### src/rtl/multicycle_control_unit_if.sv
// Control and memory-port bundle between multicycle_control_unit (master) and the
// datapath/memory side (slave); mem_error exists only when MEM_TIMEOUT_EN is defined.
interface multicycle_control_unit_if #(
   parameter int WORD_SIZE = 16,
   parameter int CNT_WIDTH = 16
);
   logic [WORD_SIZE-1:0] instruction;
   logic                 mem_ready;
   logic                 branch_taken;

   logic                 mem_read;
   logic                 mem_write;
   logic                 i_or_d;
   logic                 ir_write;
   logic                 pc_write;
   logic [1:0]           pc_src;
   logic                 reg_write;
   logic [1:0]           reg_dst;
   logic [1:0]           wb_sel;
   logic                 alu_src;
   logic [3:0]           alu_op;
   logic                 output_en;
   logic                 is_halted;
   logic [CNT_WIDTH-1:0] num_inst;
`ifdef MEM_TIMEOUT_EN
   logic                 mem_error;
`endif

`ifdef MEM_TIMEOUT_EN
   modport master (
      input  instruction, mem_ready, branch_taken,
      output mem_read, mem_write, i_or_d, ir_write, pc_write, pc_src,
             reg_write, reg_dst, wb_sel, alu_src, alu_op, output_en,
             is_halted, num_inst, mem_error
   );
   modport slave (
      output instruction, mem_ready, branch_taken,
      input  mem_read, mem_write, i_or_d, ir_write, pc_write, pc_src,
             reg_write, reg_dst, wb_sel, alu_src, alu_op, output_en,
             is_halted, num_inst, mem_error
   );
`else
   modport master (
      input  instruction, mem_ready, branch_taken,
      output mem_read, mem_write, i_or_d, ir_write, pc_write, pc_src,
             reg_write, reg_dst, wb_sel, alu_src, alu_op, output_en,
             is_halted, num_inst
   );
   modport slave (
      output instruction, mem_ready, branch_taken,
      input  mem_read, mem_write, i_or_d, ir_write, pc_write, pc_src,
             reg_write, reg_dst, wb_sel, alu_src, alu_op, output_en,
             is_halted, num_inst
   );
`endif
endinterface

### src/rtl/multicycle_control_unit.sv
// Multi-cycle IF/ID/EX/MEM/WB control FSM for the 16-bit ISA with memory-ready stalls and
// a retire counter. Optional MEM_TIMEOUT_EN adds a per-access wait limit and sticky mem_error.
module multicycle_control_unit #(
   parameter int WORD_SIZE   = 16,
   parameter int CNT_WIDTH   = 16,
   parameter int MEM_TIMEOUT = 255
) (
   input logic                       clk,
   input logic                       reset,
   multicycle_control_unit_if.master bus
);

   typedef enum logic [2:0] {S_IF, S_ID, S_EX, S_MEM, S_WB, S_HALT} state_t;

   typedef enum logic [3:0] {
      C_RALU, C_IALU, C_LWD, C_SWD, C_BRANCH, C_JMP,
      C_JAL, C_JPR, C_JRL, C_WWD, C_HLT, C_UNDEF
   } iclass_t;

   typedef struct packed {
      logic       mem_read;
      logic       mem_write;
      logic       i_or_d;
      logic       ir_write;
      logic       pc_write;
      logic [1:0] pc_src;
      logic       reg_write;
      logic [1:0] reg_dst;
      logic [1:0] wb_sel;
      logic       alu_src;
      logic [3:0] alu_op;
      logic       output_en;
   } ctrl_t;

   localparam logic [3:0] OP_BNE = 4'd0,  OP_BEQ = 4'd1,  OP_BGZ = 4'd2,  OP_BLZ = 4'd3;
   localparam logic [3:0] OP_ADI = 4'd4,  OP_ORI = 4'd5,  OP_LHI = 4'd6,  OP_LWD = 4'd7;
   localparam logic [3:0] OP_SWD = 4'd8,  OP_JMP = 4'd9,  OP_JAL = 4'd10, OP_RTYPE = 4'd15;

   localparam logic [5:0] FN_ADD = 6'd0,  FN_SUB = 6'd1,  FN_AND = 6'd2,  FN_ORR = 6'd3;
   localparam logic [5:0] FN_NOT = 6'd4,  FN_TCP = 6'd5,  FN_SHL = 6'd6,  FN_SHR = 6'd7;
   localparam logic [5:0] FN_JPR = 6'd25, FN_JRL = 6'd26, FN_WWD = 6'd28, FN_HLT = 6'd29;

   localparam logic [3:0] ALU_ADD = 4'h0, ALU_SUB = 4'h1, ALU_AND = 4'h5, ALU_ORR = 4'h6;
   localparam logic [3:0] ALU_NOT = 4'h9, ALU_SHR = 4'hA, ALU_TCP = 4'hC, ALU_SHL = 4'hD;
   localparam logic [3:0] ALU_LHI = 4'hF;

   logic [3:0]           opcode;
   logic [5:0]           func;
   iclass_t              iclass;
   logic [3:0]           dec_alu_op;
   state_t               state_q, state_d;
   logic [CNT_WIDTH-1:0] cnt_q, cnt_d;
   ctrl_t                ctrl;
   logic                 retire;
   logic                 wait_stall;
   logic                 timeout_hit;
   logic                 unused_bits;

   assign opcode      = bus.instruction[WORD_SIZE-1 -: 4];
   assign func        = bus.instruction[5:0];
   assign unused_bits = ^bus.instruction[WORD_SIZE-5:6];

   always_comb begin
      iclass     = C_UNDEF;
      dec_alu_op = ALU_ADD;
      case (opcode)
         OP_BNE, OP_BEQ, OP_BGZ, OP_BLZ: begin
            iclass     = C_BRANCH;
            dec_alu_op = ALU_SUB;
         end
         OP_ADI: iclass = C_IALU;
         OP_ORI: begin
            iclass     = C_IALU;
            dec_alu_op = ALU_ORR;
         end
         OP_LHI: begin
            iclass     = C_IALU;
            dec_alu_op = ALU_LHI;
         end
         OP_LWD: iclass = C_LWD;
         OP_SWD: iclass = C_SWD;
         OP_JMP: iclass = C_JMP;
         OP_JAL: iclass = C_JAL;
         OP_RTYPE: begin
            case (func)
               FN_ADD: begin iclass = C_RALU; dec_alu_op = ALU_ADD; end
               FN_SUB: begin iclass = C_RALU; dec_alu_op = ALU_SUB; end
               FN_AND: begin iclass = C_RALU; dec_alu_op = ALU_AND; end
               FN_ORR: begin iclass = C_RALU; dec_alu_op = ALU_ORR; end
               FN_NOT: begin iclass = C_RALU; dec_alu_op = ALU_NOT; end
               FN_TCP: begin iclass = C_RALU; dec_alu_op = ALU_TCP; end
               FN_SHL: begin iclass = C_RALU; dec_alu_op = ALU_SHL; end
               FN_SHR: begin iclass = C_RALU; dec_alu_op = ALU_SHR; end
               FN_JPR: iclass = C_JPR;
               FN_JRL: iclass = C_JRL;
               FN_WWD: iclass = C_WWD;
               FN_HLT: iclass = C_HLT;
               default: iclass = C_UNDEF;
            endcase
         end
         default: iclass = C_UNDEF;
      endcase
   end

   assign wait_stall = ((state_q == S_IF) || (state_q == S_MEM)) && !bus.mem_ready;

`ifdef MEM_TIMEOUT_EN
   localparam int WAIT_W = ($clog2(MEM_TIMEOUT + 1) > 8) ? $clog2(MEM_TIMEOUT + 1) : 8;

   logic [WAIT_W-1:0] wait_q, wait_d;
   logic              mem_error_q, mem_error_d;

   // Any cycle that is not a stall clears the counter, so each IF/MEM visit starts from zero.
   assign timeout_hit = (int'(wait_q) + 1 >= MEM_TIMEOUT);

   always_comb begin
      wait_d      = wait_stall ? wait_q + 1'b1 : '0;
      mem_error_d = mem_error_q | (wait_stall && timeout_hit);
   end

   always_ff @(posedge clk) begin
      if (reset) begin
         wait_q      <= '0;
         mem_error_q <= 1'b0;
      end else begin
         wait_q      <= wait_d;
         mem_error_q <= mem_error_d;
      end
   end

   assign bus.mem_error = mem_error_q && !reset;
`else
   logic unused_cfg;

   assign timeout_hit = 1'b0;
   assign unused_cfg  = ^MEM_TIMEOUT;
`endif

   // NOTE: every value written here gets a default first, so no path through the case infers a latch.
   always_comb begin
      state_d = state_q;
      ctrl    = '0;
      retire  = 1'b0;
      if (!reset) begin
         case (state_q)
            S_IF: begin
               ctrl.mem_read = 1'b1;
               if (bus.mem_ready) begin
                  ctrl.ir_write = 1'b1;
                  ctrl.pc_write = 1'b1;
                  ctrl.pc_src   = 2'b00;
                  state_d       = S_ID;
               end else if (timeout_hit) begin
                  state_d = S_HALT;
               end
            end
            S_ID: begin
               case (iclass)
                  C_RALU, C_IALU, C_LWD, C_SWD, C_BRANCH: state_d = S_EX;
                  C_JMP, C_JAL: begin
                     ctrl.pc_write  = 1'b1;
                     ctrl.pc_src    = 2'b10;
                     ctrl.reg_write = (iclass == C_JAL);
                     ctrl.reg_dst   = (iclass == C_JAL) ? 2'b10 : 2'b00;
                     ctrl.wb_sel    = (iclass == C_JAL) ? 2'b10 : 2'b00;
                     retire         = 1'b1;
                     state_d        = S_IF;
                  end
                  C_JPR, C_JRL: begin
                     ctrl.pc_write  = 1'b1;
                     ctrl.pc_src    = 2'b11;
                     ctrl.reg_write = (iclass == C_JRL);
                     ctrl.reg_dst   = (iclass == C_JRL) ? 2'b10 : 2'b00;
                     ctrl.wb_sel    = (iclass == C_JRL) ? 2'b10 : 2'b00;
                     retire         = 1'b1;
                     state_d        = S_IF;
                  end
                  C_WWD: begin
                     ctrl.output_en = 1'b1;
                     retire         = 1'b1;
                     state_d        = S_IF;
                  end
                  C_HLT: begin
                     retire  = 1'b1;
                     state_d = S_HALT;
                  end
                  default: begin
                     retire  = 1'b1;
                     state_d = S_IF;
                  end
               endcase
            end
            S_EX: begin
               ctrl.alu_op = dec_alu_op;
               case (iclass)
                  C_RALU: state_d = S_WB;
                  C_IALU: begin
                     ctrl.alu_src = 1'b1;
                     state_d      = S_WB;
                  end
                  C_LWD, C_SWD: begin
                     ctrl.alu_src = 1'b1;
                     state_d      = S_MEM;
                  end
                  C_BRANCH: begin
                     ctrl.pc_write = bus.branch_taken;
                     ctrl.pc_src   = 2'b01;
                     retire        = 1'b1;
                     state_d       = S_IF;
                  end
                  default: state_d = S_IF;
               endcase
            end
            S_MEM: begin
               ctrl.i_or_d    = 1'b1;
               ctrl.mem_write = (iclass == C_SWD);
               ctrl.mem_read  = (iclass != C_SWD);
               if (bus.mem_ready) begin
                  if (iclass == C_SWD) begin
                     retire  = 1'b1;
                     state_d = S_IF;
                  end else begin
                     state_d = S_WB;
                  end
               end else if (timeout_hit) begin
                  state_d = S_HALT;
               end
            end
            S_WB: begin
               ctrl.reg_write = 1'b1;
               ctrl.reg_dst   = (iclass == C_RALU) ? 2'b01 : 2'b00;
               ctrl.wb_sel    = (iclass == C_LWD) ? 2'b01 : 2'b00;
               retire         = 1'b1;
               state_d        = S_IF;
            end
            S_HALT: state_d = S_HALT;
            default: state_d = S_IF;
         endcase
      end
      cnt_d = cnt_q + CNT_WIDTH'(retire);
   end

   // NOTE: state flops use non-blocking assignments so every flop samples pre-edge values together.
   always_ff @(posedge clk) begin
      if (reset) begin
         state_q <= S_IF;
         cnt_q   <= '0;
      end else begin
         state_q <= state_d;
         cnt_q   <= cnt_d;
      end
   end

   assign bus.mem_read  = ctrl.mem_read;
   assign bus.mem_write = ctrl.mem_write;
   assign bus.i_or_d    = ctrl.i_or_d;
   assign bus.ir_write  = ctrl.ir_write;
   assign bus.pc_write  = ctrl.pc_write;
   assign bus.pc_src    = ctrl.pc_src;
   assign bus.reg_write = ctrl.reg_write;
   assign bus.reg_dst   = ctrl.reg_dst;
   assign bus.wb_sel    = ctrl.wb_sel;
   assign bus.alu_src   = ctrl.alu_src;
   assign bus.alu_op    = ctrl.alu_op;
   assign bus.output_en = ctrl.output_en;
   assign bus.is_halted = (state_q == S_HALT) && !reset;
   assign bus.num_inst  = reset ? '0 : cnt_q;

endmodule

### src/flat_wrapper.sv
// flat-port wrapper written by rule: the top's interface ports become plain ports
module multicycle_control_unit_flat 
#(
   parameter int WORD_SIZE   = 16,
   parameter int CNT_WIDTH   = 16,
   parameter int MEM_TIMEOUT = 255
)
  (clk, reset, bus_instruction, bus_mem_ready, bus_branch_taken, bus_mem_read, bus_mem_write, bus_i_or_d, bus_ir_write, bus_pc_write, bus_pc_src, bus_reg_write, bus_reg_dst, bus_wb_sel, bus_alu_src, bus_alu_op, bus_output_en, bus_is_halted, bus_num_inst);
  multicycle_control_unit_if #(.WORD_SIZE(WORD_SIZE), .CNT_WIDTH(CNT_WIDTH)) bus_i ();
  input logic clk;
  input logic reset;
  input wire logic [$bits(bus_i.instruction)-1:0] bus_instruction;
  input wire logic [$bits(bus_i.mem_ready)-1:0] bus_mem_ready;
  input wire logic [$bits(bus_i.branch_taken)-1:0] bus_branch_taken;
  output wire logic [$bits(bus_i.mem_read)-1:0] bus_mem_read;
  output wire logic [$bits(bus_i.mem_write)-1:0] bus_mem_write;
  output wire logic [$bits(bus_i.i_or_d)-1:0] bus_i_or_d;
  output wire logic [$bits(bus_i.ir_write)-1:0] bus_ir_write;
  output wire logic [$bits(bus_i.pc_write)-1:0] bus_pc_write;
  output wire logic [$bits(bus_i.pc_src)-1:0] bus_pc_src;
  output wire logic [$bits(bus_i.reg_write)-1:0] bus_reg_write;
  output wire logic [$bits(bus_i.reg_dst)-1:0] bus_reg_dst;
  output wire logic [$bits(bus_i.wb_sel)-1:0] bus_wb_sel;
  output wire logic [$bits(bus_i.alu_src)-1:0] bus_alu_src;
  output wire logic [$bits(bus_i.alu_op)-1:0] bus_alu_op;
  output wire logic [$bits(bus_i.output_en)-1:0] bus_output_en;
  output wire logic [$bits(bus_i.is_halted)-1:0] bus_is_halted;
  output wire logic [$bits(bus_i.num_inst)-1:0] bus_num_inst;
  assign bus_i.instruction = bus_instruction;
  assign bus_i.mem_ready = bus_mem_ready;
  assign bus_i.branch_taken = bus_branch_taken;
  assign bus_mem_read = bus_i.mem_read;
  assign bus_mem_write = bus_i.mem_write;
  assign bus_i_or_d = bus_i.i_or_d;
  assign bus_ir_write = bus_i.ir_write;
  assign bus_pc_write = bus_i.pc_write;
  assign bus_pc_src = bus_i.pc_src;
  assign bus_reg_write = bus_i.reg_write;
  assign bus_reg_dst = bus_i.reg_dst;
  assign bus_wb_sel = bus_i.wb_sel;
  assign bus_alu_src = bus_i.alu_src;
  assign bus_alu_op = bus_i.alu_op;
  assign bus_output_en = bus_i.output_en;
  assign bus_is_halted = bus_i.is_halted;
  assign bus_num_inst = bus_i.num_inst;
  multicycle_control_unit #(.WORD_SIZE(WORD_SIZE), .CNT_WIDTH(CNT_WIDTH), .MEM_TIMEOUT(MEM_TIMEOUT)) u_core (.clk(clk), .reset(reset), .bus(bus_i));
endmodule
### config.mk
export PLATFORM = sky130hd
export DESIGN_NAME = multicycle_control_unit_flat
export DESIGN_NICKNAME = d
export VERILOG_FILES = /design/src/rtl/multicycle_control_unit_if.sv /design/src/rtl/multicycle_control_unit.sv /design/src/flat_wrapper.sv
export SDC_FILE = /design/constraint.sdc
export NUM_CORES = 1
export LEC_CHECK = 0
export BUFFER_PORTS_ARGS = -buffer_cell sky130_fd_sc_hd__buf_2
export CORE_MARGIN = 2
export CORE_UTILIZATION = 45
export CTS_CLUSTER_DIAMETER = 30
export DETAILED_ROUTE_END_ITERATION = 6
export HOLD_SLACK_MARGIN = 0.12
export PLACE_DENSITY = 0.83
export SETUP_SLACK_MARGIN = 0.15
export SYNTH_ARGS = -nofsm -noshare
export SYNTH_HDL_FRONTEND = slang
export SYNTH_SLANG_ARGS = --single-unit
### constraint.sdc
create_clock -name clk -period 2.4 [get_ports clk]
set_input_delay 0.12 -clock clk [delete_from_list [all_inputs] [get_ports clk]]
set_output_delay 0.12 -clock clk [all_outputs]
set_load 0.02 [all_outputs]
Yosys cells after proc, flatten, opt, wreduce, memory -nomap -nowiden
Cells that the tools add are included.
W data, S select, Z words.
- equal/unequal tests: 40
- reduce and logical (&&, ||, !) cells: 16
- mux-type cells: 34
- $add $sub $neg: 1
- operators by type and width (kind ; count):
    $pmux W4 S7 ; 2
    $eq A4 B3 Y1 const B ; 8
    $eq A4 B4 Y1 const B ; 7
    $eq A6 B3 Y1 const B ; 4
    $eq A6 B5 Y1 const B ; 4
    $pmux W4 S5 ; 1
    $mux W18 ; 1
    $add A16 B1 Y16 ; 1
    $eq A4 B2 Y1 const B ; 4
    $mux W16 ; 1
    $pmux W4 S4 ; 1
    $pmux W8 S2 ; 1
    $pmux W3 S5 ; 1
    $eq A6 B2 Y1 const B ; 2
    $mux W3 ; 4
    $pmux W3 S2 ; 2
    $mux W1 ; 11
    $pmux W5 S2 ; 1
    $pmux W3 S3 ; 1
    $eq A4 B1 Y1 const B ; 2
    $logic_not A4 Y1 ; 2
    $reduce_or A2 Y1 ; 4
    $reduce_or A8 Y1 ; 1
    $eq A3 B2 Y1 const B ; 2
    other kinds (18) ; 23
- input bits: 20
- flip-flop bits (word level): 19
- word-level logic and storage cells: 93

Longest topological paths before layout
Gate-level depths: netlist of run 1.
- word-level depth: 10
- depth in mapped cells: 15
- mapped depth without buffers: 14

Worst setup path after synthesis of run 1
OpenSTA, ideal clock, no wires.
- kind: in2reg
- start point: in bus_instruction[12]
- end point: reg u_core.cnt_q[13]
- path buffers: 1
- setup time: 0.128 ns
- data required time: 2.272 ns
- data arrival time: 2.202 ns
- slack: 0.070 ns
- cell stages on the path: 13
- cell sequence: buf_4 -> and4b_1 -> a211oi_1 -> nand3b_1 -> a21oi_1 -> a21oi_1 -> nor2_1 -> ha_1 -> nand3_1 -> nor4_1 -> nand3_1 -> xor2_1 -> nor2_1
- word-level cells in the longest chain between the ends: 9
- elaborated cells between the ends (all ways): 28
- classes of those cells: add/sub: 1; eq/ne: 15; mux: 7; reduce/logical: 5
- ends and longest elaborated chain (what ; RTL line ; RTL):
    start, declared ; flat_wrapper.sv:12 ; input wire logic [$bits(bus_i.instruction)-1:0] bus_instruction;
    $eq A4 B1 Y1, or another cell as far along ; multicycle_control_unit.sv:66 ; case (opcode)
    $reduce_or A4 Y1 / $reduce_or A3 Y1 (equally long branches) ; -- ;
    $pmux W4 S7 * ; multicycle_control_unit.sv:66 ;
    $eq A4 B3 Y1, or another cell as far along ; multicycle_control_unit.sv:158, multicycle_control_unit.sv:195 ;
    $reduce_or A5 Y1 / $mux W1 (equally long branches) ; multicycle_control_unit.sv:158, multicycle_control_unit.sv:219 ;
    $mux W1, on equally long branches ; multicycle_control_unit.sv:158, multicycle_control_unit.sv:218 ;
    $pmux W1 S4 * ; multicycle_control_unit.sv:145 ; case (state_q)
    $mux W1 * ; multicycle_control_unit.sv:144 ; if (!reset) begin
    $add A16 B1 Y16 * ; multicycle_control_unit.sv:240 ; cnt_d = cnt_q + CNT_WIDTH'(retire);
    end signal, assigned ; multicycle_control_unit.sv:250 ; cnt_q <= cnt_d;
    end, declared ; multicycle_control_unit.sv:52 ; logic [CNT_WIDTH-1:0] cnt_q, cnt_d;
Every way passes the cells marked *; elsewhere a longest branch is shown, timed or not.
A chain may end at the register's enable or synchronous reset.

Worst setup path in the final report of run 1
- start point: in bus_mem_ready
- end point: reg u_core.cnt_q[10]
- word-level cells in the longest chain between the ends: 4
- ends and longest elaborated chain (what ; RTL line ; RTL):
    start, declared ; flat_wrapper.sv:13 ; input wire logic [$bits(bus_i.mem_ready)-1:0] bus_mem_ready;
    $mux W1 ; multicycle_control_unit.sv:218 ; if (bus.mem_ready) begin
    $pmux W1 S4 ; multicycle_control_unit.sv:145 ;
    $mux W1 ; multicycle_control_unit.sv:144 ;
    $add A16 B1 Y16 ; multicycle_control_unit.sv:240 ;
No other way between the ends.

==> results of run 1 <==
[final cells by class]
class	instances	area share
multi-input combinational	180	0.5759
sequential	19	0.1964
timing repair buffer	62	0.1773
tap	46	0.02934
clock buffer	4	0.01339
inverter	4	0.007653
[cell usage after synthesis, types with 2 or more instances]
cell / number / area, um2
a211o_1: 2 / 17.52
a21oi_1: 16 / 80.08
a21oi_2: 2 / 17.52
a22oi_1: 2 / 15.01
and2_1: 2 / 12.51
and3_1: 2 / 12.51
buf_1: 2 / 7.510
buf_4: 3 / 22.52
clkbuf_1: 7 / 26.28
dfxtp_1: 19 / 380.4
ha_1: 2 / 25.02
inv_1: 4 / 15.01
nand2_1: 19 / 71.32
nand2b_1: 4 / 25.02
nand3_1: 9 / 45.04
nand3b_1: 3 / 22.52
nand4_1: 2 / 12.51
nor2_1: 38 / 142.6
nor2b_1: 21 / 131.4
nor3_1: 5 / 25.02
nor4_1: 2 / 12.51
o21ai_0: 4 / 20.02
o21bai_1: 2 / 15.01
o22ai_1: 2 / 12.51
o32ai_1: 2 / 17.52
or2_2: 2 / 12.51
or3_1: 5 / 31.28
xnor2_1: 6 / 52.55
xor2_1: 9 / 78.83
[cells in the final DEF (no fill, tap or decap), types with 4 or more instances in the layout]
| master | netlist | final |
|---|---|---|
| a21oi_1 | 16 | 16 |
| buf_2 | 0 | 48 |
| buf_4 | 3 | 13 |
| dfxtp_1 | 19 | 17 |
| inv_1 | 4 | 4 |
| nand2_1 | 19 | 19 |
| nand2b_1 | 4 | 4 |
| nand3_1 | 9 | 9 |
| nor2_1 | 38 | 37 |
| nor2b_1 | 21 | 21 |
| nor3_1 | 5 | 4 |
| o21ai_0 | 4 | 4 |
| or3_1 | 5 | 5 |
| xnor2_1 | 6 | 6 |
| xor2_1 | 9 | 9 |
[worst min-delay path, cell delays in order]
cell and delay (ns):
buf_2 0.11, buf_4 0.24, nor2_1 0.13
[cells by family (layout without fill, tap and decap cells)]
family	count (synthesis)	in the layout	synth area share
AND/OR/NAND/NOR	123	123	0.4235
AO/OA/AOI/OAI	40	40	0.1791
flip-flops	19	19	0.2486
buffers and inverters	16	70	0.04661
XOR/XNOR	15	15	0.08586
adder cells (fa/ha/maj)	2	2	0.01635
[worst paths after layout]
kind,startpoint,to,depth (start not counted)
min reg2reg,u_core.cnt_q[10]$_SDFF_PP0_,u_core.cnt_q[10]$_SDFF_PP0_,2
max,bus_mem_ready,u_core.cnt_q[10]$_SDFF_PP0_,12
min,reset,u_core.cnt_q[13]$_SDFF_PP0_,3
max reg2reg,u_core.state_q[0]$_SDFFE_PP0P_,u_core.cnt_q[10]$_SDFF_PP0_,11
[power breakdown]
| part | switching, W | total (W) | internal, W |
|---|---|---|---|
| combinational | 0.000106 | 0.000178 | 0.0000723 |
| sequential | 0.0000105 | 0.000332 | 0.000322 |
| clock | 0.0000992 | 0.000164 | 0.0000649 |
[through the flow]
stage	setup WS (ns)	util
global placement	0.04493	0.5658
detailed placement	0.02200	0.5658
CTS	0.1995	0.5782
finish	0.3050	0.5926
global route	0.1123	0.5926
floorplan	0.1549	-
[sequential cells by signal (all words and copies together) (netlist names)]
name and count:
u_core.cnt_q 16, u_core.state_q 3
[what timing repair did]
| action | CTS | global route |
|---|---|---|
| gates resized for setup | 1 | 10 |
| hold buffers | 1 | 0 |
| pin swaps | 0 | 8 |
| setup endpoints to repair | 3 | 7 |
| buffers inserted | 0 | 1 |
| hold endpoints to repair | 2 | 0 |
[per-layer routing]
layer | GRT usage | up-vias | routed length, um
met5 | 0 | - | 0
met3 | 0.05797 | 5 | 235
met4 | 0.04444 | 0 | 29
met2 | 0.3016 | 47 | 1662
li1 | - | 854 | -
met1 | 0.2756 | 749 | 1841
==> flow_metrics.py, run 1 <==
metrics = {
    "power_and_ir_drop": {
        "p_leak_nw": 0.8340,
        "ir_drop_v": 0.0003306,
        "power_w": 0.0006747,
        "p_per_area_nw_per_um2": 343.9,
    },
    "drt": {
        "wl_per_cell_um": 11.96,
        "wirelength_um": 3768,
        "vias": 1655,
        "dr.pass1.iters": 4,
        "ant_nets": 0,
        "via_per_inst": 5.254,
        "remaining_drc_errors": 0,
        "drt_iter0_drc": 104,
    },
    "logic_synthesis": {
        "syn_area_um2": 1530,
        "synth_fp_nets": 237,
        "yosys.cell_types.count": 46,
        "ys.flop_type": "dfxtp_1",
        "yosysSeqAreaShare": 0.2486,
        "ys_ff_latch": 19,
        "syn_inst": 215,
        "syn_avg_cell_area_um2": 7.117,
        "synth_edf_count": 0,
        "yosys_warnings": 0,
        "synth-async-reset-ratio": 0,
    },
    "critical_path": {
        "crit_family": "simple AND/OR/NAND/NOR gates",
        "cp_max_fo": 5,
        "r2r_setup_slack_ns": 0.30,
        "critical_path_class": "in -> reg",
        "slowest_delay_ns": 0.52,
        "endpoint_kind": "flip-flop",
        "required_ns": 2.65,
        "cp_cell_sequence": "dlygate4sd3_1 -> buf_2 -> a31oi_1 -> nor2_1 -> a21oi_1 -> nor2_1 -> ha_2 -> ha_4 -> and2_4 -> nand4_1 -> or3_1 -> a21oi_1",
        "crit_buf_inv": 2,
        "arrival_ns": 2.34,
        "cp_slowest_cell": "dlygate4sd3_1",
        "cp-start-kind": "primary input",
    },
    "run": {
        "max-cap-violations": 0,
    },
    "outcome": {
        "status": "finished, final reports clean",
    },
    "finish": {
        "regArea_um2": 385.4,
        "area.growth.synth_to_final_pct": 28.21,
        "drive_gt1_frac": 0.3048,
        "fillers": 316,
        "multi_input_area_um2": 1130,
        "antennaDiodeCount": 0,
        "final_cells": 315,
        "nNetsFinal": 292,
        "fin_area_um2": 1962,
    },
    "sta": {
        "setup-tns-final_ns": 0,
        "fin_worst_skew_ns": 0.004315,
        "hold_violations": 0,
        "rsz0062_at_grt": "true",
        "drv_slew": 0,
        "period_share": 0.8729,
        "worstMarginPinSlew_ns": 0.3719,
        "period_needed_ns": 2.095,
        "max-slew-margin-rel": 0.7494,
        "whs_ns": 0.3327,
        "fmax_ghz": 0.4773,
        "final-setup-viol-count": 0,
    },
    "placed_design": {
        "postPlaceCellArea_um2": 1873,
        "port_buffers": 48,
        "placed_cells": 309,
        "place.gp.congestion": 0.9405,
        "dp_hpwl_um": 2845,
    },
    "clock_network": {
        "clk_path_buf_depth": 2,
        "cts_buffers": 3,
        "root_buffer": "clkbuf_4",
        "cts-htree-levels": 1,
        "clk_pin_slew_ns": 0.10,
        "tritoncts": "built",
        "cts.sinks": 19,
        "clkLatencyLatePin_ns": 0.30,
    },
    "global_routing": {
        "track_usage": 0.1974,
        "grt_overflow": 0,
        "grt_pass1_vias": 1483,
        "antenna_found_initial": 0,
        "grt_pass1_wl_um": 6430,
        "grt_max_degree": 40,
    },
    "floorplanning": {
        "num_rows": 21,
        "die_x_um": 62.32,
        "io_pins": 55,
        "initial_core_util": 0.4622,
        "core_um2": 3311,
        "dieArea_um2": 3883,
        "die_h_um": 62.32,
    },
    "hold_path": {
        "hold_path_class": "in -> reg",
    },
}
(Power assumes the default switching activity.)
==> run 2, diff against run 1 <==
--- a/config.mk
+++ b/config.mk
@@ -11,7 +11,7 @@
 export CTS_CLUSTER_DIAMETER = 30
 export DETAILED_ROUTE_END_ITERATION = 6
 export HOLD_SLACK_MARGIN = 0.12
-export PLACE_DENSITY = 0.83
+export PLACE_DENSITY = 0.76
 export SETUP_SLACK_MARGIN = 0.15
 export SYNTH_ARGS = -nofsm -noshare
 export SYNTH_HDL_FRONTEND = slang
==> run 2 against run 1 <==
Compared with the run above:
- utilization rose by 0.68 points
- cell count rose by 0.95%
- routed wire length rose by 8.1%
- sequential power barely moved
- first-iteration DRC count rose by 5.8%
- clock-buffer cell count fell by 1
- clock power barely moved
- clock skew rose by 0.0033 ns
- non-clock buffer count rose by 3
- sequential cell count did not move
- maximum frequency fell by 0.93%
- critical path type unchanged
- critical endpoint is now u_core.cnt_q[9]$_SDFF_PP0_
==> flow_metrics.py, run 2 (synthesis gave the netlist of run 1 again) <==
metrics = {
    "power_and_ir_drop": {
        "p_int_w": 0.0004572,
        "swShare": 0.3263,
        "p_per_area_nw_per_um2": 342.0,
        "power_w": 0.0006786,
        "combPwrFrac": 0.266,
        "switchingPower_w": 0.0002214,
        "p_leak_nw": 0.8467,
        "clockPowerShare": 0.245,
        "seqPwrFrac": 0.489,
        "ir_drop_v": 0.0003198,
    },
    "sta": {
        "period_needed_ns": 2.115,
        "hold_violations": 0,
        "rsz0062_at_grt": "true",
        "drv_slew": 0,
        "setup_ws_ns": 0.2854,
        "whs_ns": 0.3255,
        "fmax_ghz": 0.4729,
        "final-setup-viol-count": 0,
        "fin_worst_skew_ns": 0.007643,
        "max-slew-margin-rel": 0.7329,
        "worstMarginPinSlew_ns": 0.3996,
        "period_share": 0.8811,
    },
    "critical_path": {
        "required_ns": 2.59,
        "endpoint_kind": "flip-flop",
        "r2r_setup_slack_ns": 0.30,
        "worst_r2r_path_depth": 11,
        "critical_path_class": "in -> reg",
        "reg2reg_to": "u_core.cnt_q[9]$_SDFF_PP0_",
        "rr_startpoint": "u_core.state_q[0]$_SDFFE_PP0P_",
        "arrival_ns": 2.31,
        "cp-start-kind": "primary input",
        "cp_max_fo": 4,
    },
    "finish": {
        "mostFrequentLayoutCells": "buf_2 (48), nor2_1 (36), nor2b_1 (21)",
        "nNetsFinal": 295,
        "fin_area_um2": 1984,
        "area.growth.synth_to_final_pct": 29.68,
        "fillers": 332,
        "antennaDiodeCount": 0,
        "drive_gt1_frac": 0.3199,
        "multi_input_area_um2": 1129,
        "mostFrequentLayoutCell": "buf_2",
        "largest_register_ffs": 16,
        "final_cells": 318,
        "regArea_um2": 385.4,
        "reg.largest.list": "u_core.cnt_q (16), u_core.state_q (3)",
        "top_register": "u_core.cnt_q",
    },
    "clock_network": {
        "clkLatencyLatePin_ns": 0.31,
        "tritoncts": "built",
        "cts-htree-levels": 1,
        "root_buffer": "clkbuf_4",
        "clk_pin_slew_ns": 0.11,
        "cts.sinks": 19,
        "clk_path_buf_depth": 2,
        "cts_setup_buffers": 0,
        "cts_buffers": 3,
    },
    "floorplanning": {
        "io_pins": 55,
        "die_h_um": 62.32,
        "initial_core_util": 0.4622,
        "core_um2": 3311,
        "num_rows": 21,
        "die_x_um": 62.32,
        "dieArea_um2": 3883,
    },
    "placed_design": {
        "post-place-ws_ns": -0.02686,
        "port_buffers": 48,
        "place.gp.congestion": 0.8583,
        "dp_hpwl_um": 3035,
        "placed_cells": 313,
        "postPlaceCellArea_um2": 1903,
    },
    "global_routing": {
        "grt_pass1_wl_um": 6893,
        "grt_pass1_vias": 1590,
        "grt_overflow": 0,
        "antenna_found_initial": 0,
        "track_usage": 0.2137,
        "grt_max_degree": 40,
    },
    "drt": {
        "wirelength_um": 4075,
        "drt_iter0_drc": 110,
        "remaining_drc_errors": 0,
        "ant_nets": 0,
        "wl_per_cell_um": 12.81,
        "vias": 1685,
        "via_per_inst": 5.299,
        "dr.pass1.iters": 4,
    },
    "hold_path": {
        "hold_path_class": "in -> reg",
        "hold_start": "reset",
        "holdPathStages": 3,
        "min_to": "u_core.cnt_q[2]$_SDFF_PP0_",
    },
    "outcome": {
        "status": "finished, final reports clean",
    },
    "run": {
        "max-cap-violations": 0,
    },
}
run 2: cell count changes in the layout (fill, tap and decap cells not counted), sizes merged:
cell | previous run | this run
buf | 61 | 64
clkbuf | 4 | 3
clkinv | 0 | 1
run 2: power by group through the flow:
stage | Combinational [W] | Sequential, W | Clock, W
after floorplan | 0.000123 | 0.000330 | 0
after global placement | 0.000172 | 0.000336 | 0
after detailed placement | 0.000174 | 0.000336 | 0
after CTS | 0.000176 | 0.000329 | 0.000173
after global routing | 0.000201 | 0.000333 | 0.000191
final | 0.000181 | 0.000332 | 0.000166
run 2: worst max path at each step:
stage / slack [ns] / startpoint / to / cells past startpoint
2_1_floorplan: 0.15 / bus_instruction[12] / u_core.cnt_q[10]$_SDFF_PP0_ / 13
3_3_place_gp: -0.005 / bus_instruction[12] / u_core.cnt_q[12]$_SDFF_PP0_ / 15
3_5_place_dp: -0.03 / bus_instruction[12] / u_core.cnt_q[8]$_SDFF_PP0_ / 15
4_1_cts: 0.19 / u_core.state_q[0]$_SDFFE_PP0P_ / u_core.cnt_q[8]$_SDFF_PP0_ / 13
5_1_grt: 0.13 / u_core.state_q[0]$_SDFFE_PP0P_ / u_core.cnt_q[13]$_SDFF_PP0_ / 12
6_report: 0.29 / bus_instruction[12] / u_core.cnt_q[9]$_SDFF_PP0_ / 13
run 2: area by class of cell:
class	count	area share
Clock inverter	1	0.002522
Tap cell	46	0.02900
Inverter	4	0.007566
Multi-Input combinational cell	180	0.5687
Timing Repair Buffer	65	0.1866
Clock buffer	3	0.01135
Sequential cell	19	0.1942
run 2: metrics by stage:
| stage | util | TNS, ns |
|---|---|---|
| final | 0.5994 | 0 |
| after global routing | 0.5994 | 0 |
| after CTS | 0.5862 | 0 |
| after detailed placement | 0.5748 | -0.06254 |
| after global placement | 0.5748 | -0.007398 |
| after floorplan | - | 0 |
run 2: layer usage:
metal | GRT usage | part of all wire | vias up
met4 | 0.04167 | 0.0081 | 0
met2 | 0.3709 | 0.49 | 53
met1 | 0.2822 | 0.46 | 770
li1 | - | - | 856
met3 | 0.03442 | 0.043 | 6
met5 | 0 | 0 | -
run 2: critical path: stages:
cell and delay, ns:
buf_2 0.13, nor4b_2 0.43, buf_4 0.19, a31oi_1 0.07, nor2_1 0.09, a21oi_1 0.07, nor2_1 0.11, ha_2 0.21
nand3_1 0.14, nor3_1 0.36, nand3_1 0.16, xor2_1 0.17, nor2_1 0.05
run 2: timing repair:
| item | 4_1_cts | 5_1_grt |
|---|---|---|
| endpoints found under the setup margin | 0 | 7 |
| hold endpoints to repair | 2 | 0 |
| hold buffers | 1 | 0 |
| gates resized for setup | 0 | 12 |
==> run 3, diff against run 2 <==
--- a/config.mk
+++ b/config.mk
@@ -12,7 +12,9 @@
 export DETAILED_ROUTE_END_ITERATION = 6
 export HOLD_SLACK_MARGIN = 0.12
 export PLACE_DENSITY = 0.76
+export REMOVE_ABC_BUFFERS = 1
 export SETUP_SLACK_MARGIN = 0.15
 export SYNTH_ARGS = -nofsm -noshare
 export SYNTH_HDL_FRONTEND = slang
 export SYNTH_SLANG_ARGS = --single-unit
+export TNS_END_PERCENT = 20
==> run 3 against run 2 <==
Compared with the run above:
- clock-buffer cell count did not move
- sequential power barely moved
- non-clock buffer count did not move
==> flow_metrics.py, run 3 (synthesis gave the netlist of run 1 again) <==
metrics = {
    "floorplanning": {
        "initial_core_util": 0.4622,
        "die_x_um": 62.32,
        "die_h_um": 62.32,
        "io_pins": 55,
        "core_um2": 3311,
        "num_rows": 21,
        "dieArea_um2": 3883,
    },
    "drt": {
        "wirelength_um": 3567,
        "vias": 1654,
        "drt_iter0_drc": 49,
        "remaining_drc_errors": 0,
        "ant_nets": 0,
        "via_per_inst": 5.201,
        "dr.pass1.iters": 4,
        "wl_per_cell_um": 11.22,
    },
    "sta": {
        "period_share": 0.8708,
        "max-slew-margin-rel": 0.7588,
        "setup-tns-final_ns": 0,
        "rsz0062_at_grt": "true",
        "fin_worst_skew_ns": 0.0005963,
        "worstMarginPinSlew_ns": 0.3580,
        "drv_slew": 0,
        "final-setup-viol-count": 0,
        "fmax_ghz": 0.4785,
        "hold_violations": 0,
        "period_needed_ns": 2.090,
    },
    "finish": {
        "top_register": "u_core.cnt_q",
        "nNetsFinal": 295,
        "regArea_um2": 384.1,
        "antennaDiodeCount": 0,
        "reg.largest.list": "u_core.cnt_q (16), u_core.state_q (3)",
        "multi_input_area_um2": 1129,
        "fillers": 330,
        "mostFrequentLayoutCell": "buf_2",
        "mostFrequentLayoutCells": "buf_2 (48), nor2_1 (37), nor2b_1 (21)",
        "drive_gt1_frac": 0.3199,
        "largest_register_ffs": 16,
        "area.growth.synth_to_final_pct": 29.60,
        "postLayoutCoreUtil": 0.5990,
    },
    "global_routing": {
        "antenna_found_initial": 0,
        "gr-max-usage-layer": "met2",
        "met3_usage": 0.03080,
        "grt_pass1_wl_um": 5920,
        "grt_max_degree": 40,
        "grt_pass1_vias": 1432,
        "grt_overflow": 0,
        "met1_usage": 0.2286,
        "met2_usage": 0.3071,
        "track_usage": 0.1817,
    },
    "placed_design": {
        "place.gp.congestion": 0.8539,
        "port_buffers": 48,
        "dp_hpwl_um": 2764,
    },
    "critical_path": {
        "arrival_ns": 2.27,
        "r2r_setup_slack_ns": 0.33,
        "required_ns": 2.58,
        "cp-start-kind": "primary input",
        "critical_path_class": "in -> reg",
        "cp_max_fo": 5,
        "endpoint_kind": "flip-flop",
    },
    "clock_network": {
        "clk_path_buf_depth": 2,
        "cts-htree-levels": 1,
        "cts_buffers": 3,
        "clk_pin_slew_ns": 0.11,
        "root_buffer": "clkbuf_4",
        "tritoncts": "built",
        "cts.sinks": 19,
        "clkLatencyLatePin_ns": 0.29,
    },
    "run": {
        "max-cap-violations": 0,
    },
    "power_and_ir_drop": {
        "ir_drop_v": 0.0001450,
        "combPwrFrac": 0.269,
        "p_int_w": 0.0004577,
        "swShare": 0.3163,
        "switchingPower_w": 0.0002117,
        "clockPowerShare": 0.235,
        "p_per_area_nw_per_um2": 337.5,
        "p_leak_nw": 0.8469,
        "seqPwrFrac": 0.495,
    },
    "hold_path": {
        "hold_path_class": "in -> reg",
    },
    "outcome": {
        "status": "finished, final reports clean",
    },
}
## run 3: cell counts in the layout (fill, tap and decap cells not counted)
No cell type changed its count.
## run 3: worst paths after layout
check / start / endpoint / cells after the start
worst min-delay path: reset / u_core.cnt_q[4]$_SDFF_PP0_ / 3
worst min register to register: u_core.cnt_q[10]$_SDFF_PP0_ / u_core.cnt_q[10]$_SDFF_PP0_ / 2
worst max register to register: u_core.state_q[0]$_SDFFE_PP0P_ / u_core.cnt_q[14]$_SDFF_PP0_ / 13
worst max-delay path: bus_mem_ready / u_core.cnt_q[14]$_SDFF_PP0_ / 14
## run 3: stage by stage
step,total power [W],setup WS [ns],cell area [um2],hold WS (ns),std cells
2_1_floorplan,0.0004333,0.2483,1474,0.1891,203
3_3_place_gp,0.0005064,-0.05598,1884,0.3810,312
3_5_place_dp,0.0005087,-0.1673,1884,0.3838,312
4_1_cts,0.0006683,0.1534,1927,0.2947,317
5_1_grt,0.0007147,0.1234,1983,0.3386,318
6_report,0.0006693,0.3102,1983,0.3347,318
## run 3: worst max-delay path: stages
cell and delay, ns:
dlygate4sd3_1 0.52, buf_2 0.15, a31oi_1 0.09, nor2_1 0.14
a21oi_2 0.07, nor2_1 0.12, ha_2 0.21, ha_4 0.13
and2_4 0.13, nand4_1 0.15, nor2_2 0.16, nand2_1 0.08
xor2_1 0.14, nor2_1 0.05
## run 3: cell type report
type,instances,share of cell area
sequential,19,0.1937
inverter,4,0.007571
clock inverter,1,0.002524
tap,46,0.02902
clock buffer,3,0.01136
timing repair buffer,65,0.1868
multi-input combinational,180,0.5691
## run 3: repair_timing
item | CTS | global route
resized for setup | 1 | 12
pin swaps | 0 | 10
hold buffers | 1 | 0
endpoints found under the setup margin | 3 | 7
gates cloned | 0 | 0
buffers inserted | 0 | 1
hold endpoints to repair | 2 | 0
## run 3: power by group through the flow
stage / combinational [W] / sequential [W] / clock [W]
finish: 0.000180 / 0.000331 / 0.000158
global route: 0.000199 / 0.000333 / 0.000182
CTS: 0.000175 / 0.000330 / 0.000164
detailed placement: 0.000172 / 0.000336 / 0
global placement: 0.000170 / 0.000336 / 0
floorplan: 0.0000967 / 0.000337 / 0
## run 3: per-layer routing
metal / share of wire / vias up
met2: 0.47 / 57
met4: 0.015 / 0
met1: 0.46 / 731
li1: - / 860
met3: 0.056 / 6
met5: 0 / -
